File: src/rtl/mem_ctrl_pkg.sv
// Shared types and default widths for the two-requester memory controller.
package mem_ctrl_pkg;

  typedef enum logic {
    ARB   = 1'b0,
    CLEAR = 1'b1
  } state_t;

  typedef logic req_idx_t;

  localparam int DEF_ADDR_WIDTH = 2;
  localparam int DEF_DATA_WIDTH = 8;

endpackage

File: src/rtl/mem_arb2_if.sv
// One requester's port into the controller: request handshake plus read response.
interface mem_arb2_if #(
  parameter int ADDR_WIDTH = 2,
  parameter int DATA_WIDTH = 8
) ();

  logic                  valid;
  logic                  ready;
  logic                  we;
  logic [ADDR_WIDTH-1:0] addr;
  logic [DATA_WIDTH-1:0] wdata;
  logic                  rvalid;
  logic [DATA_WIDTH-1:0] rdata;

  modport master (
    output valid, we, addr, wdata,
    input  ready, rvalid, rdata
  );

  modport slave (
    input  valid, we, addr, wdata,
    output ready, rvalid, rdata
  );

endinterface

File: src/rtl/mem_arb2_rr_arb2.sv
// Two-way round-robin grant; the pointer only advances past a winner that was accepted.
module rr_arb2
  import mem_ctrl_pkg::*;
(
  input  logic       clk,
  input  logic       reset,
  input  logic [1:0] req,
  input  logic       accept,
  output logic [1:0] grant
);

  req_idx_t ptr;
  req_idx_t win;

  always_comb begin
    win = ptr;
    if (req[0] && !req[1]) begin
      win = 1'b0;
    end else if (req[1] && !req[0]) begin
      win = 1'b1;
    end
    grant = win ? 2'b10 : 2'b01;
  end

  always_ff @(posedge clk or posedge reset) begin
    if (reset) begin
      ptr <= 1'b0;
    end else if (accept) begin
      ptr <= ~win;
    end
  end

endmodule

File: src/rtl/mem_arb2.sv
// Round-robin front end for a single-port registered-read memory, with a hardware clear sweep.
// Read data returns one cycle after accept on the owner's port; clear_req preempts all requests.
module mem_arb2
  import mem_ctrl_pkg::*;
#(
  parameter int                    ADDR_WIDTH  = DEF_ADDR_WIDTH,
  parameter int                    DATA_WIDTH  = DEF_DATA_WIDTH,
  parameter logic [DATA_WIDTH-1:0] CLEAR_VALUE = '0
) (
  input  logic                  clk,
  input  logic                  reset,
  mem_arb2_if.slave             m0,
  mem_arb2_if.slave             m1,
  input  logic                  clear_req,
  output logic                  busy,
  output logic                  clear_done,
  output logic [ADDR_WIDTH-1:0] mem_addr,
  output logic                  mem_wr_en,
  output logic                  mem_rd_en,
  output logic [DATA_WIDTH-1:0] mem_wdata,
  input  logic [DATA_WIDTH-1:0] mem_rdata
);

  localparam int DEPTH = 2 ** ADDR_WIDTH;

  state_t                state;
  state_t                state_nxt;
  logic [ADDR_WIDTH-1:0] cnt;
  logic [ADDR_WIDTH-1:0] cnt_nxt;
  logic                  clear_done_nxt;

  logic [1:0]            req;
  logic [1:0]            grant;
  logic                  accept;
  req_idx_t              sel;
  logic                  sel_we;
  logic                  ready0;
  logic                  ready1;

  logic                  rd_pend;
  req_idx_t              rd_owner;

  assign req = {m1.valid, m0.valid};
  assign sel = grant[1];

  rr_arb2 u_rr (
    .clk    (clk),
    .reset  (reset),
    .req    (req),
    .accept (accept),
    .grant  (grant)
  );

  always_comb begin
    state_nxt      = state;
    cnt_nxt        = cnt;
    clear_done_nxt = 1'b0;
    ready0         = 1'b0;
    ready1         = 1'b0;
    accept         = 1'b0;
    sel_we         = sel ? m1.we : m0.we;
    mem_addr       = '0;
    mem_wdata      = '0;
    mem_wr_en      = 1'b0;
    mem_rd_en      = 1'b0;

    case (state)
      ARB: begin
        mem_addr  = sel ? m1.addr  : m0.addr;
        mem_wdata = sel ? m1.wdata : m0.wdata;
        // Reset gating keeps the memory quiet while the async reset is held.
        if (!clear_req && !reset) begin
          ready0 = grant[0];
          ready1 = grant[1];
          accept = sel ? m1.valid : m0.valid;
          if (accept) begin
            mem_wr_en = sel_we;
            mem_rd_en = !sel_we;
          end
        end
        if (clear_req) begin
          state_nxt = CLEAR;
          cnt_nxt   = '0;
        end
      end

      CLEAR: begin
        mem_wr_en = 1'b1;
        mem_addr  = cnt;
        mem_wdata = CLEAR_VALUE;
        cnt_nxt   = cnt + 1'b1;
        if (cnt == ADDR_WIDTH'(DEPTH - 1)) begin
          state_nxt      = ARB;
          clear_done_nxt = 1'b1;
          cnt_nxt        = '0;
        end
      end

      default: begin
        state_nxt = ARB;
      end
    endcase
  end

  always_ff @(posedge clk or posedge reset) begin
    if (reset) begin
      state      <= ARB;
      cnt        <= '0;
      clear_done <= 1'b0;
      rd_pend    <= 1'b0;
      rd_owner   <= 1'b0;
    end else begin
      state      <= state_nxt;
      cnt        <= cnt_nxt;
      clear_done <= clear_done_nxt;
      rd_pend    <= mem_rd_en;
      if (mem_rd_en) begin
        rd_owner <= sel;
      end
    end
  end

  // The memory's registered read lines up with the owner tag captured at accept.
  assign m0.ready  = ready0;
  assign m1.ready  = ready1;
  assign m0.rvalid = rd_pend && (rd_owner == 1'b0);
  assign m1.rvalid = rd_pend && (rd_owner == 1'b1);
  assign m0.rdata  = mem_rdata;
  assign m1.rdata  = mem_rdata;
  assign busy      = (state == CLEAR);

endmodule

File: src/flat_wrapper.sv
// flat-port wrapper written by rule: the top's interface ports become plain ports
module mem_arb2_flat import mem_ctrl_pkg::*;
#(
  parameter int                    ADDR_WIDTH  = DEF_ADDR_WIDTH,
  parameter int                    DATA_WIDTH  = DEF_DATA_WIDTH,
  parameter logic [DATA_WIDTH-1:0] CLEAR_VALUE = '0
)
  (clk, reset, clear_req, busy, clear_done, mem_addr, mem_wr_en, mem_rd_en, mem_wdata, mem_rdata, m0_valid, m0_we, m0_addr, m0_wdata, m0_ready, m0_rvalid, m0_rdata, m1_valid, m1_we, m1_addr, m1_wdata, m1_ready, m1_rvalid, m1_rdata);
  mem_arb2_if #(.ADDR_WIDTH(ADDR_WIDTH), .DATA_WIDTH(DATA_WIDTH)) m0_i ();
  mem_arb2_if #(.ADDR_WIDTH(ADDR_WIDTH), .DATA_WIDTH(DATA_WIDTH)) m1_i ();
  input  logic clk;
  input  logic reset;
  input  logic clear_req;
  output logic busy;
  output logic clear_done;
  output logic [ADDR_WIDTH-1:0] mem_addr;
  output logic mem_wr_en;
  output logic mem_rd_en;
  output logic [DATA_WIDTH-1:0] mem_wdata;
  input  logic [DATA_WIDTH-1:0] mem_rdata;
  input wire logic [$bits(m0_i.valid)-1:0] m0_valid;
  input wire logic [$bits(m0_i.we)-1:0] m0_we;
  input wire logic [$bits(m0_i.addr)-1:0] m0_addr;
  input wire logic [$bits(m0_i.wdata)-1:0] m0_wdata;
  output wire logic [$bits(m0_i.ready)-1:0] m0_ready;
  output wire logic [$bits(m0_i.rvalid)-1:0] m0_rvalid;
  output wire logic [$bits(m0_i.rdata)-1:0] m0_rdata;
  input wire logic [$bits(m1_i.valid)-1:0] m1_valid;
  input wire logic [$bits(m1_i.we)-1:0] m1_we;
  input wire logic [$bits(m1_i.addr)-1:0] m1_addr;
  input wire logic [$bits(m1_i.wdata)-1:0] m1_wdata;
  output wire logic [$bits(m1_i.ready)-1:0] m1_ready;
  output wire logic [$bits(m1_i.rvalid)-1:0] m1_rvalid;
  output wire logic [$bits(m1_i.rdata)-1:0] m1_rdata;
  assign m0_i.valid = m0_valid;
  assign m0_i.we = m0_we;
  assign m0_i.addr = m0_addr;
  assign m0_i.wdata = m0_wdata;
  assign m0_ready = m0_i.ready;
  assign m0_rvalid = m0_i.rvalid;
  assign m0_rdata = m0_i.rdata;
  assign m1_i.valid = m1_valid;
  assign m1_i.we = m1_we;
  assign m1_i.addr = m1_addr;
  assign m1_i.wdata = m1_wdata;
  assign m1_ready = m1_i.ready;
  assign m1_rvalid = m1_i.rvalid;
  assign m1_rdata = m1_i.rdata;
  mem_arb2 #(.ADDR_WIDTH(ADDR_WIDTH), .DATA_WIDTH(DATA_WIDTH), .CLEAR_VALUE(CLEAR_VALUE)) u_core (.clk(clk), .reset(reset), .m0(m0_i), .m1(m1_i), .clear_req(clear_req), .busy(busy), .clear_done(clear_done), .mem_addr(mem_addr), .mem_wr_en(mem_wr_en), .mem_rd_en(mem_rd_en), .mem_wdata(mem_wdata), .mem_rdata(mem_rdata));
endmodule
File: config.mk
export PLATFORM = sky130hd
export DESIGN_NAME = mem_arb2_flat
export DESIGN_NICKNAME = d
export VERILOG_FILES = /design/src/rtl/mem_ctrl_pkg.sv /design/src/rtl/mem_arb2_if.sv /design/src/rtl/mem_arb2_rr_arb2.sv /design/src/rtl/mem_arb2.sv /design/src/flat_wrapper.sv
export SDC_FILE = /design/constraint.sdc
export NUM_CORES = 1
export LEC_CHECK = 0
export CORE_MARGIN = 5
export CORE_UTILIZATION = 29
export CTS_CLUSTER_SIZE = 20
export DETAILED_ROUTE_END_ITERATION = 12
export PLACE_DENSITY = 0.79
export SLEW_MARGIN = 5
export SYNTH_ARGS = -nofsm -noshare
export SYNTH_HDL_FRONTEND = slang
export SYNTH_SLANG_ARGS = --single-unit
File: constraint.sdc
create_clock -name clk -period 1.85 [get_ports clk]
set_input_delay 0.37 -clock clk [delete_from_list [all_inputs] [get_ports clk]]
set_output_delay 0.37 -clock clk [all_outputs]
set_load 0.005 [all_outputs]
==> impl_results.md <==
* Clock slew at reported path FFs at 60 ps
* Die Area at 3480 um2
* Number of buffers created by CTS at 3
* Layout overhead on the synthesized area at 92.8%
* Final setup fails at 11
* Final Max Tran Viols at 0
* Gr usage total at 16.1%
* Status: complete, but fails checks
* Post-Syn Instances at 93
* CP Cell Sequence: buf_6 -> and2_4 -> nor2_4 -> buf_6 -> a311o_1 -> buf_2
* Switching share of power at 40.8%
* Hold crit path type: input port to asynchronous set/reset pin
* Final worst slack at -84.1 ps
* Row Count at 17
* Pwr Density at 961 nW/um2
* MaxCap Viol Count at 0
* 1st-pass router iterations at 4
* Post-synthesis mux area share at 0%
* Post-synthesis compound-gate area fraction at 27.2%
* Pre-CTS setup slack at -820 ps
* Per-cell routed wire length at 16.6 um
* Main combinational cell family by area after synthesis: compound AO/OA/AOI/OAI gates
* Slowest-stage cell, CP: dfrtp_2
* Adder-Cell Fraction of Synth Area at 1.80%
* Final instance area at 1340 um2
* WL final at 2.86 mm
* CTS HTree Levels at 1
* Failing checks: setup timing
* Fin crit share at 105%
* Layout cells sized above 1 at 46.5%
* Setup CP Type: register to output port
* Crit-path max FO at 4
* XOR/XNOR share of the synthesized area at 0%
* Final hold vios at 0
* Die height at 59.0 um
* Max clock buf depth at 2
* Die Wd at 59.0 um
* CP max stage delay at 460 ps
* Fin nets at 181
* WP buf/inv at 3
* Logic gate share of total power at 68.0%
* Worst-margin pin slew at 262 ps
* Reg2reg setup slack at 260 ps
* Max Clock Freq at 517 MHz
* CTS tree: yes
* Syn_nets at 129
* Worst EP arrival at 1560 ps
* Most common cell after layout, fill and taps aside: clkdlybuf4s50_1
* Global route total overflow at 0
* Clk sink count at 7
* Synth Register Bits at 7
* Vias at 884
* Placed cell area at 1170 um2
* Root buf cell: clkbuf_4
* Remaining DRCs at 0
* Largest net degree at the start of global routing at 21
* Number of global-route vias before repair at 947
* Tmin final at 1930 ps
* Crit-path leading delay family: flip-flops
* Port Buffers at 44
* Sequential power share at 20.9%
* Library cells used by synthesis at 29
* P_leak at 0.592 nW
* Setup Skew at 9.40 ps
* Most frequent CP cell: buf_6
* # diodes at 0
* P_int at 763 uW
* Sequential share of the synthesized area at 25.2%
* Worst IR Drop VDD at 0.561 mV
* Crit end category: output port
* Net Sw Power at 526 uW
* CP Launch Type: register
* Vias per cell at 5.14
* Final ANT Viol Nets at 0
* Mapped cell area at 696 um2
* IO Pins at 69
* Syn Area/Cell at 7.48 um2
* Worst-skew pair later-pin latency at 260 ps
* Post-synthesis simple-gate area fraction at 23.0%
* RSZ-0062 raised after global routing: yes
* Req. time, crit path at 1480 ps
* Global-route wire length before repair at 4.40 mm
* Clock share of power at 11.1%
* Routability Congestion at 0.878
* DP HPWL at 1.97 mm
* Initial antenna violation count at 0
* 1st-iter DRT viols at 40
* Core ar. at 2250 um2
* Number of warnings printed during yosys synthesis at 0
* Initial Util at 30.9%
* Most frequent cells in the layout: 25 x clkdlybuf4s50_1, 16 x buf_4, 13 x buf_2
* Slew headroom at 82.5%
## stage by stage
stage / utilization [%] / setup TNS, ps / instances / hold slack, ps / power (mW)
after floorplan: - / 0 / 93 / 173 / 0.583
after CTS: 57.6 / -508 / 171 / 330 / 1.23
after global placement: 51.7 / -8430 / 162 / 490 / 0.956
final: 59.5 / -677 / 172 / 331 / 1.29
after global routing: 59.5 / -1330 / 172 / 359 / 1.38
after detailed placement: 51.7 / -9040 / 162 / 515 / 0.973
## power by group through the flow
stage / registers (mW) / clock network, mW / logic, mW
2_1_floorplan: 0.248 / 0 / 0.335
3_3_place_gp: 0.247 / 0 / 0.709
3_5_place_dp: 0.251 / 0 / 0.722
4_1_cts: 0.265 / 0.146 / 0.816
5_1_grt: 0.275 / 0.159 / 0.942
6_report: 0.269 / 0.143 / 0.877
## worst reg2reg max path, delay by kind of cell, from the launching register on
| kind | cells | cell delay, ps |
|---|---|---|
| AOI/OAI and AO/OA | 2 | 560 |
| and+or+nand+nor | 1 | 410 |
| DFF | 1 | 370 |
| buffers and inverters | 1 | 140 |
## timing repair
action | CTS | global route
endpoints found under the setup margin | 14 | 14
pin swaps | 12 | 5
setup buffers | 4 | 1
gates resized for setup | 103 | 12
endpoints found under the hold margin | 0 | 0
hold buffers | 0 | 0
gates cloned | 1 | 0
## path summary, 6_finish.rpt
kind / depth (start not counted) / to / start
max: 6 / mem_wr_en / u_core.u_rr.ptr
min: 3 / u_core.rd_owner / reset
max reg2reg: 4 / u_core.rd_owner / u_core.busy
min reg2reg: 1 / u_core.cnt[0] / u_core.cnt[0]
max in group asynchronous: 3 / u_core.u_rr.ptr / reset
min in group clk: 1 / u_core.cnt[0] / u_core.cnt[0]
## layer usage
layer | up-vias | share of wire (%) | track usage, %
met5 | - | 0 | 0
met4 | 0 | 3.3 | 7.44
met3 | 8 | 7.1 | 4.36
met2 | 48 | 53 | 28.5
met1 | 407 | 36 | 17.7
li1 | 421 | - | -
## logic make-up after synthesis
| kind of cell | count (synthesis) |
|---|---|
| AO/OA/AOI/OAI | 29 |
| flip-flops | 7 |
| AND/OR/NAND/NOR | 31 |
| adder cells (fa/ha/maj) | 1 |
| buffers and inverters | 25 |
## area by class of cell
class | instances | area (um2)
Clock buffer | 4 | 26.3
Multi-Input combinational cell | 61 | 493
Tap cell | 28 | 35.0
Inverter | 3 | 11.3
Fill cell | 192 | 913
Timing Repair Buffer | 69 | 599
Sequential cell | 7 | 176
## registers in the layout (all words and copies together), names as in the netlist
signal,cells
u_core.cnt,2
u_core.busy,1
u_core.clear_done,1
u_core.rd_owner,1
u_core.rd_pend,1
u_core.u_rr.ptr,1
## cells in the mapped netlist
library cell / instances / area share [%]
and2_1: 3 / 2.7
ha_1: 1 / 1.8
o21bai_1: 1 / 1.1
or3_4: 1 / 1.6
o32a_1: 1 / 1.4
nor3_1: 3 / 2.2
and3_1: 1 / 0.90
a2111oi_0: 1 / 1.3
nor2b_1: 2 / 1.8
buf_4: 17 / 18
inv_1: 3 / 1.6
a21o_1: 1 / 1.1
a21oi_1: 10 / 7.2
buf_2: 1 / 0.72
a211oi_1: 1 / 1.1
nor2_1: 8 / 4.3
nand4b_1: 1 / 1.3
o2111a_1: 1 / 1.6
nor4_1: 1 / 0.90
clkbuf_1: 4 / 2.2
dfrtp_1: 7 / 25
o311ai_0: 1 / 1.3
o31a_1: 1 / 1.3
nand3_1: 8 / 5.8
o21ba_2: 1 / 1.4
nand2_1: 3 / 1.6
o21ai_0: 8 / 5.8
a22o_1: 1 / 1.3
a311o_1: 1 / 1.4
Power figures use the tool's default switching activity.
